===== config.mk =====
export PLATFORM = sky130hd
export DESIGN_NAME = alu_sequencer
export DESIGN_NICKNAME = d
export VERILOG_FILES = /design/src/rtl/alu_pkg.sv /design/src/rtl/alu_req_slot.sv /design/src/rtl/alu_sequencer.sv
export SDC_FILE = /design/constraint.sdc
export NUM_CORES = 1
export LEC_CHECK = 0
export ABC_CLOCK_PERIOD_IN_PS = 2990
export BUFFER_PORTS_ARGS = -buffer_cell sky130_fd_sc_hd__buf_2
export CELL_PAD_IN_SITES_DETAIL_PLACEMENT = 0
export CELL_PAD_IN_SITES_GLOBAL_PLACEMENT = 1
export CORE_MARGIN = 5
export CORE_UTILIZATION = 40
export DETAILED_ROUTE_END_ITERATION = 8
export PLACE_DENSITY_LB_ADDON = 0.1
export SLEW_MARGIN = 10
export SYNTH_ARGS = -nofsm -noshare
export SYNTH_HDL_FRONTEND = slang
export SYNTH_HIERARCHICAL = 1
export SYNTH_SLANG_ARGS = --single-unit

===== constraint.sdc =====
create_clock -name clk -period 2.99 [get_ports clk]
set_clock_uncertainty 0.15 [all_clocks]
set_input_delay 0.1495 -clock clk [delete_from_list [all_inputs] [get_ports clk]]
set_output_delay 0.1495 -clock clk [all_outputs]
set_load 0.005 [all_outputs]

===== src/rtl/alu_pkg.sv =====
// alu_pkg: items shared by the ALU sequencer and its request buffer.
//   OP_BITS  - width of the ALU operation code
//   OP_*     - ALU operation codes
//   state_t  - sequencer FSM state encoding
package alu_pkg;

    localparam int OP_BITS = 3;

    localparam logic [OP_BITS-1:0] OP_ADD = 3'd0;
    localparam logic [OP_BITS-1:0] OP_ADC = 3'd1;
    localparam logic [OP_BITS-1:0] OP_SUB = 3'd2;
    localparam logic [OP_BITS-1:0] OP_SBC = 3'd3;
    localparam logic [OP_BITS-1:0] OP_AND = 3'd4;
    localparam logic [OP_BITS-1:0] OP_XOR = 3'd5;
    localparam logic [OP_BITS-1:0] OP_OR  = 3'd6;
    localparam logic [OP_BITS-1:0] OP_CP  = 3'd7;

    typedef enum logic {
        ST_IDLE = 1'b0,
        ST_RUN  = 1'b1
    } state_t;

endpackage


===== src/rtl/alu_req_slot.sv =====
// alu_req_slot: two-entry in-order request buffer (active + pending).
// Ports:
//   clk, reset_n   - clock, asynchronous active-low reset
//   push           - store push_data (caller only pushes while ready=1)
//   push_data      - packed request word
//   pop            - the active request has finished (completed or dropped)
//   active_data    - request currently being executed
//   pending_valid  - pending entry occupied
//   ready          - pending entry free, a push can be taken
// On pop the pending entry (if any) moves to active in the same edge; with no
// pending entry a simultaneous push goes straight to active, so the
// sequencer never sees a bubble between back-to-back operations.
module alu_req_slot
    import alu_pkg::*;
#(
    parameter int W = 8
) (
    input  logic         clk,
    input  logic         reset_n,
    input  logic         push,
    input  logic [W-1:0] push_data,
    input  logic         pop,
    output logic [W-1:0] active_data,
    output logic         pending_valid,
    output logic         ready
);

    logic         active_valid;
    logic [W-1:0] pending_data;

    assign ready = !pending_valid;

    always_ff @(posedge clk or negedge reset_n) begin
        if (!reset_n) begin
            active_valid  <= 1'b0;
            active_data   <= '0;
            pending_valid <= 1'b0;
            pending_data  <= '0;
        end else if (!active_valid) begin
            if (push) begin
                active_valid <= 1'b1;
                active_data  <= push_data;
            end
        end else if (pop) begin
            if (pending_valid) begin
                // pending is promoted first, then a same-cycle push refills it
                active_data   <= pending_data;
                pending_valid <= push;
                if (push) begin
                    pending_data <= push_data;
                end
            end else if (push) begin
                active_data <= push_data;
            end else begin
                active_valid <= 1'b0;
            end
        end else if (push) begin
            pending_valid <= 1'b1;
            pending_data  <= push_data;
        end
    end

endmodule


===== src/rtl/alu_sequencer.sv =====
// alu_sequencer: feeds queued ALU operation requests to a multi-cycle ALU.
// Ports:
//   clk, reset_n              - clock, asynchronous active-low reset
//   req_*                     - operation request (valid/ready), fields + tag
//   mem_valid                 - memory operand data available this cycle
//   out_ready                 - consumer accepts ALU output this cycle
//   alu_op_done               - ALU reports last cycle of the operation
//   alu_advance/regfile_en    - ALU step strobes (identical)
//   alu_* controls            - fields of the active request, zero in IDLE
//   done_valid/done_tag       - one-cycle completion pulse with request tag
//   timeout_err               - sticky: an operation exceeded TIMEOUT advances
// Handshake: a request transfers on a clk edge where req_valid && req_ready;
// req_ready depends only on registered state (pending entry free), never on
// req_valid, and the requester holds its fields stable until the transfer.
module alu_sequencer #(
    parameter int LOG2_NR  = 3,
    parameter int OP_BITS  = alu_pkg::OP_BITS,
    parameter int TAG_BITS = 2,
    parameter int TIMEOUT  = 15
) (
    input  logic                clk,
    input  logic                reset_n,
    input  logic                req_valid,
    output logic                req_ready,
    input  logic [OP_BITS-1:0]  req_op,
    input  logic [LOG2_NR-1:0]  req_reg1,
    input  logic [LOG2_NR-1:0]  req_reg2,
    input  logic                req_pair,
    input  logic                req_ext,
    input  logic                req_wr,
    input  logic [1:0]          req_flags,
    input  logic [TAG_BITS-1:0] req_tag,
    input  logic                mem_valid,
    input  logic                out_ready,
    input  logic                alu_op_done,
    output logic                alu_advance,
    output logic                alu_regfile_en,
    output logic [OP_BITS-1:0]  alu_operation,
    output logic [LOG2_NR-1:0]  alu_reg1,
    output logic [LOG2_NR-1:0]  alu_reg2,
    output logic                alu_pair_op,
    output logic                alu_external_arg2,
    output logic                alu_update_reg1,
    output logic                alu_update_carry_flags,
    output logic                alu_update_other_flags,
    output logic                done_valid,
    output logic [TAG_BITS-1:0] done_tag,
    output logic                timeout_err
);

    import alu_pkg::*;

    typedef struct packed {
        logic [OP_BITS-1:0]  op;
        logic [LOG2_NR-1:0]  reg1;
        logic [LOG2_NR-1:0]  reg2;
        logic                pair;
        logic                ext;
        logic                wr;
        logic [1:0]          flags;   // {carry, other}
        logic [TAG_BITS-1:0] tag;
    } req_t;

    localparam logic [3:0] CNT_LAST = 4'(TIMEOUT - 1);

    state_t     state;
    state_t     state_nxt;
    logic [3:0] adv_cnt;
    req_t       push_req;
    req_t       act;
    logic       pending_valid;
    logic       accept;
    logic       run;
    logic       advance;
    logic       last_adv;
    logic       end_op;

    assign push_req = '{op: req_op, reg1: req_reg1, reg2: req_reg2,
                        pair: req_pair, ext: req_ext, wr: req_wr,
                        flags: req_flags, tag: req_tag};

    assign accept = req_valid && req_ready;
    assign run    = (state == ST_RUN);

    // an operand from memory stalls the step until the memory word arrives
    assign advance  = run && (!act.ext || mem_valid) && out_ready;
    // this advance is the TIMEOUT-th one of the operation
    assign last_adv = (adv_cnt == CNT_LAST);
    // completion and timeout both retire the active request
    assign end_op   = advance && (alu_op_done || last_adv);

    alu_req_slot #(
        .W($bits(req_t))
    ) u_slot (
        .clk           (clk),
        .reset_n       (reset_n),
        .push          (accept),
        .push_data     (push_req),
        .pop           (end_op),
        .active_data   (act),
        .pending_valid (pending_valid),
        .ready         (req_ready)
    );

    always_comb begin
        state_nxt = state;
        case (state)
            ST_IDLE: if (accept) state_nxt = ST_RUN;
            ST_RUN:  if (end_op && !pending_valid && !accept) state_nxt = ST_IDLE;
            default: state_nxt = ST_IDLE;
        endcase
    end

    always_ff @(posedge clk or negedge reset_n) begin
        if (!reset_n) begin
            state       <= ST_IDLE;
            adv_cnt     <= '0;
            done_valid  <= 1'b0;
            done_tag    <= '0;
            timeout_err <= 1'b0;
        end else begin
            state      <= state_nxt;
            done_valid <= advance && alu_op_done;
            if (advance && alu_op_done) begin
                done_tag <= act.tag;
            end
            if (advance && !alu_op_done && last_adv) begin
                timeout_err <= 1'b1;
            end
            // the next operation (if any) starts on the edge after end_op
            if (!run || end_op) begin
                adv_cnt <= '0;
            end else if (advance) begin
                adv_cnt <= adv_cnt + 4'd1;
            end
        end
    end

    assign alu_advance            = advance;
    assign alu_regfile_en         = advance;
    assign alu_operation          = run ? act.op   : '0;
    assign alu_reg1               = run ? act.reg1 : '0;
    assign alu_reg2               = run ? act.reg2 : '0;
    assign alu_pair_op            = run && act.pair;
    assign alu_external_arg2      = run && act.ext;
    assign alu_update_reg1        = run && act.wr;
    assign alu_update_carry_flags = run && act.flags[1];
    assign alu_update_other_flags = run && act.flags[0];

endmodule

==> key figures, run 1 <==
Synth
  • Primary FF master, synth: dfrtp_1
  • Synth warn: 6
  • Synth area leaders: dfrtp_1 (49%), a2bb2oi_2 (6.9%), mux2_4 (6.9%)
  • Register area share after synthesis: 49.2%
  • Post-synth top cells: dfrtp_1 (43), and2_1 (15), o22ai_2 (11)
  • Syn avg cell area: 13.4 sq um
  • Share of the synthesized area in the top cell type: 49.2%
  • Asr flop ratio synth: 100%
  • Synth cell types: 40
  • EDFF count, synth: 0
  • Post-Syn Instances: 163
  • Mapped Area: 2190 sq um
  • Number of synthesized register bits: 43
  • Syn nets: 187
  • Top-count cell post-synth: dfrtp_1
  • Most area-hungry cell type in the Yosys netlist: dfrtp_1

Clock network
  • Clk buf depth: 2
  • Clock root cell: clkbuf_8
  • Clock transition at path regs: 0.07 ns
  • Sinks on Clock Net: 43
  • Worst skew pair latency: 0.29 ns
  • Number of H-tree levels: 2
  • CTS buffer count: 5
  • CTS tree: built
  • Post-CTS Resized: 0

Global route
  • GRT Total Usage: 14.9%
  • Met3 Use GR: 4.15%
  • Largest net degree at the start of global routing: 44
  • M1 GR Usage: 18.4%
  • Vias in the first global route: 1665
  • Met2 usage: 25.2%
  • Initial antenna violation count: 0
  • GRT Residual Overflow: 0
  • Global-route wire length before repair: 8.37 mm
  • GRT busiest layer: met2

Power
  • Lkg Pwr: 1.19 nW
  • Clk pwr share: 13.0%
  • Worst vdd ir: 0.419 mV
  • Power Internal: 1.73 mW
  • Power Dens Cells: 1010 nW/um^2
  • Sequential power share: 38.5%
  • Sw Share: 36.0%
  • Gate power share: 48.5%
  • Net switching power: 0.976 mW

Hold path
  • Worst hold start: out_ready
  • Worst Hold Class: input port to register
  • Hold path depth: 3
  • Hold path endpoint: adv_cnt[3]

Die
  • FP Rows: 27
  • Placeable core region: 5410 sq um
  • Die area: 7050 sq um
  • Ports: 43
  • Die width: 84.0 um
  • Initial Utilization: 40.5%
  • Die Ht: 84.0 um

Setup path
  • Max stage delay on crit path: 0.42 ns
  • Worst EP required: 3.02 ns
  • Critical Path Fanout Max: 16
  • CP endpoint kind: register
  • Critical-path top delay cell: dfrtp_1
  • Reg2reg setup slack: 0.52 ns
  • Top delay family on crit path: buffers and inverters
  • Worst R2R End: u_slot/pending_data[0]
  • Buf/Inv on CP: 3
  • Crit path kind: register to register
  • Critical path, cell by cell: inv_1, ha_1, a31oi_2, nor4_1, inv_2, o211ai_4, buf_4, mux2_2
  • Worst setup SP type: register
  • Reg2reg path depth: 8
  • RR Startpoint: adv_cnt[0]
  • Crit path arrival time: 2.49 ns

Run
  • Max_cap viols: 0

Drt
  • DR DRC count: 0
  • WL final: 4.80 mm
  • DR vias/cell: 5.14
  • Routed len/inst: 16.2 um
  • Initial DRC Count: 59
  • Final ANT Viol Nets: 0
  • Via Count: 1521
  • Drt pass-1 iters: 4

Final layout
  • Share of cells above drive strength 1: 43.8%
  • Register Area: 1080 sq um
  • Layout area overhead: 22.1%
  • Fin nets: 247
  • Filler cell count: 478
  • Finished Layout Cells: 296
  • Antenna Cells: 0
  • Footprint of the multi-input gates: 1000 sq um

Place
  • Number of port buffers: 42
  • Inst Count DP: 271
  • Final RePlAce weighted congestion: 0.875
  • DPL Wire Length: 3.27 mm

STA
  • Slew HR: 35.6%
  • Finish-stage setup viols: 0
  • Peak Freq: 0.406 GHz
  • Pin slew with the least headroom to its limit: 0.966 ns
  • RSZ-0062 raised after global routing: no
  • Final Hold Fails: 0
  • Fin. max-slew vios: 0
  • Final period util: 82.5%
  • Tmin final: 2.47 ns
  • Setup TNS: 0 ns

Status
  • Status: finished, final reports clean
## power groups by stage
stage | logic, mW | clock network, mW | registers [mW]
after floorplan | 1.02 | 0 | 1.00
after global placement | 1.28 | 0 | 1.04
after detailed placement | 1.32 | 0 | 1.05
after CTS | 1.34 | 0.369 | 1.04
after global routing | 1.45 | 0.391 | 1.08
final | 1.32 | 0.351 | 1.04
## stage by stage
| step | setup slack (ns) | total power, mW | util [%] | instance area, sq um | hold WS (ns) |
|---|---|---|---|---|---|
| after floorplan | 0.740 | 2.02 | - | 2190 | -0.296 |
| after global placement | 0.602 | 2.32 | 44.8 | 2420 | 0.191 |
| after detailed placement | 0.539 | 2.37 | 44.8 | 2420 | 0.217 |
| after CTS | 0.523 | 2.75 | 49.4 | 2670 | 0.00553 |
| after global routing | 0.312 | 2.92 | 49.4 | 2670 | 0.0259 |
| final | 0.524 | 2.71 | 49.4 | 2670 | 0.0163 |
## tightest hold or removal path, delay by kind of cell
| kind | cells | cell delay (ns) |
|---|---|---|
| and+or+nand+nor | 1 | 0.07 |
| AOI/OAI and AO/OA | 1 | 0.06 |
| buffers and inverters | 1 | 0.13 |
## cell families (layout without fill, tap and decap cells)
logic type	Yosys count	after routing	synth area share, %
AOI/OAI and AO/OA	50	50	23.7
DFF	43	43	49.2
muxes	18	18	11.0
adders and majority gates	2	2	1.14
buffers and inverters	15	76	5.15
and+or+nand+nor	35	35	9.83
## placed cells by master, fill, tap and decap left out, types with 8 or more instances in the layout
| cell type | instances |
|---|---|
| buf_2 | 42 |
| dfrtp_1 | 43 |
| dlygate4sd3_1 | 17 |
| and2_1 | 15 |
| mux2_4 | 10 |
| a2bb2oi_2 | 10 |
| mux2_2 | 8 |
| o22ai_2 | 11 |
## flip-flops by register name, summed over array words and instances, names as in the netlist
name / flops
run: 1
u_slot/active_valid: 1
done_tag: 2
done_valid: 1
u_slot/pending_data: 16
timeout_err: 1
u_slot/pending_valid: 1
adv_cnt: 4
u_slot/active_data: 16
## layer usage
| layer | share of wire (%) | vias up |
|---|---|---|
| li1 | - | 730 |
| met1 | 45 | 751 |
| met2 | 49 | 34 |
| met3 | 4.7 | 6 |
| met4 | 1.5 | 0 |
| met5 | 0 | - |
## cell type report
type | instances | share of cell area [%]
clock inverters | 1 | 0.187
inverters | 6 | 0.843
multi-input cells | 105 | 37.4
flip-flops and latches | 43 | 40.3
well taps | 72 | 3.37
repair buffers | 62 | 15.1
clock buffers | 7 | 2.86
## how the worst max path moves through the flow
stage          cells after the start                 endpoint  startpoint
2_1_floorplan                      8  u_slot/pending_data[10]  adv_cnt[0]
3_3_place_gp                       8   u_slot/pending_data[3]  adv_cnt[0]
3_5_place_dp                       8   u_slot/pending_data[0]  adv_cnt[0]
4_1_cts                            8   u_slot/pending_data[0]  adv_cnt[0]
5_1_grt                            8   u_slot/pending_data[2]  adv_cnt[0]
6_report                           8   u_slot/pending_data[0]  adv_cnt[0]
## repair_timing
item,CTS,global route
hold buffers,17,0
endpoints found under the hold margin,59,0
setup buffers,0,0
No activity file was read; power rests on OpenSTA's default activity.
==> run 2, diff against run 1 <==
ABC_CLOCK_PERIOD_IN_PS = 2590   (was 2990)
clock period = 2.59 ns   (was 2.99 ns; I/O delays follow)
==> run 2 against run 1 <==
  * Critical endpoint is now u_slot/pending_data[3]
  * Via count increased by 2.5%
  * Critical path depth unchanged
  * Sequential share of layout area fell by 0.81 points
  * Largest cell class unchanged
  * Final cell count is 1.7% higher
  * Sequential cell count unchanged
  * Global-route usage is 0.30 points lower
  * Combinational power is 19% higher
  * Maximum frequency rose by 3.1%
==> key figures, run 2 (synthesized netlist as in run 1, its figures left out) <==
Status
  • Status: finished, final reports clean

Clock network
  • Clock transition at path regs: 0.08 ns
  • Post-CTS Resized: 0
  • Sinks on Clock Net: 43
  • CTS tree: built
  • Clock root cell: clkbuf_8
  • CTS buffer count: 5
  • Number of H-tree levels: 2
  • Clk buf depth: 2
  • Worst skew pair latency: 0.29 ns

Power
  • Clk pwr share: 12.7%
  • Gate power share: 49.4%
  • Worst vdd ir: 0.479 mV
  • Net switching power: 1.14 mW
  • Power Dens Cells: 1170 nW/um^2
  • Sw Share: 35.9%
  • Power Internal: 2.04 mW
  • Sequential power share: 37.9%
  • Lkg Pwr: 1.23 nW

Die
  • Initial Utilization: 40.5%
  • Die width: 84.0 um
  • Ports: 43
  • Die Ht: 84.0 um
  • Die area: 7050 sq um
  • FP Rows: 27
  • Placeable core region: 5410 sq um

STA
  • Final period util: 92.3%
  • Pin slew with the least headroom to its limit: 0.967 ns
  • Setup ws final: 0.199 ns
  • Tmin final: 2.39 ns
  • Slew HR: 35.5%
  • Finish-stage setup viols: 0
  • RSZ-0062 raised after global routing: no
  • Final Hold Fails: 0
  • Peak Freq: 0.418 GHz
  • Setup TNS: 0 ns
  • Fin. max-slew vios: 0

Global route
  • GRT Total Usage: 14.6%
  • Largest net degree at the start of global routing: 44
  • Global-route wire length before repair: 8.31 mm
  • Vias in the first global route: 1670
  • Initial antenna violation count: 0
  • GRT Residual Overflow: 0

Setup path
  • Crit path kind: register to register
  • Crit path arrival time: 2.42 ns
  • Worst EP required: 2.62 ns
  • CP endpoint kind: register
  • Crit path from: adv_cnt[0]
  • Critical Path Fanout Max: 16
  • RR Startpoint: adv_cnt[0]
  • Reg2reg setup slack: 0.20 ns
  • Worst setup SP type: register

Final layout
  • Antenna Cells: 0
  • Most frequent cells in the layout: dfrtp_1 (43), buf_2 (42), dlygate4sd3_1 (18)
  • Fin nets: 252
  • Layout area overhead: 24.6%
  • Commonest non-fill, non-tap cell in the layout: dfrtp_1
  • Share of cells above drive strength 1: 45.4%
  • Largest regs: u_slot/active_data x16, u_slot/pending_data x16, adv_cnt x4

Hold path
  • Worst hold start: alu_op_done
  • Worst Hold Class: input port to register

Drt
  • Final ANT Viol Nets: 0
  • Routed len/inst: 16.3 um
  • DR DRC count: 0
  • Via Count: 1559
  • Drt pass-1 iters: 4
  • WL final: 4.90 mm
  • DR vias/cell: 5.18
  • Initial DRC Count: 92

Place
  • Number of port buffers: 42
  • Final RePlAce weighted congestion: 0.870
  • Place WS: 0.217 ns
  • DPL Wire Length: 3.39 mm

Run
  • Max_cap viols: 0
==> run 2: changes by cell type in the layout (fill, tap and decap cells not counted), sizes merged <==
cell / change
dlygate4sd3: +1
buf: +4
clkinv: +2
clkbuf: -2
==> run 2: metrics by stage <==
| stage | instances | cell area, sq um | utilization, % | hold slack [ns] | power, mW |
|---|---|---|---|---|---|
| 2_1_floorplan | 163 | 2190 | - | -0.316 | 2.33 |
| 3_3_place_gp | 275 | 2460 | 45.6 | 0.175 | 2.73 |
| 5_1_grt | 301 | 2730 | 50.5 | 0.0610 | 3.42 |
| 3_5_place_dp | 275 | 2460 | 45.6 | 0.201 | 2.79 |
| 4_1_cts | 301 | 2730 | 50.5 | 0.0332 | 3.24 |
| 6_report | 301 | 2730 | 50.5 | 0.0414 | 3.19 |
==> run 2: layer usage <==
layer	share of wire, %	track usage (%)
met3	5.3	3.95
met2	48	24.2
met1	46	18.8
met5	0	0
met4	0.59	3.80
==> run 2: power by group through the flow <==
stage	clock network [mW]	registers (mW)	logic, mW
6_report	0.404	1.21	1.57
5_1_grt	0.463	1.24	1.71
4_1_cts	0.432	1.21	1.60
3_5_place_dp	0	1.22	1.57
3_3_place_gp	0	1.20	1.53
2_1_floorplan	0	1.16	1.17
==> run 2: worst paths after layout <==
kind,endpoint,depth (start not counted)
setup / recovery,u_slot/pending_data[3],8
hold / removal,adv_cnt[2],4
setup reg to reg,u_slot/pending_data[3],8
hold reg to reg,timeout_err,1
max in group asynchronous,adv_cnt[3],2
min in group asynchronous,u_slot/pending_data[11],2
==> run 2: critical path, stage by stage (launching register included) <==
cell	delay, ns
dfrtp_1	0.42
inv_1	0.09
ha_1	0.21
a31oi_2	0.17
nor4_1	0.34
inv_2	0.13
o211ai_4	0.20
buf_12	0.19
mux2_2	0.35
==> run 2: repair_timing <==
item                      4_1_cts  5_1_grt
hold endpoints to repair       70        0
hold buffers                   18        0
buffers inserted                0        0
==> run 2: layout make-up <==
class / instances / area (sq um)
Sequential cell: 43 / 1080
Timing Repair Buffer: 67 / 455
Multi-Input combinational cell: 105 / 1000
Tap cell: 72 / 90.1
Clock inverter: 3 / 15.0
Inverter: 6 / 22.5
Fill cell: 511 / 2680
Clock buffer: 5 / 68.8
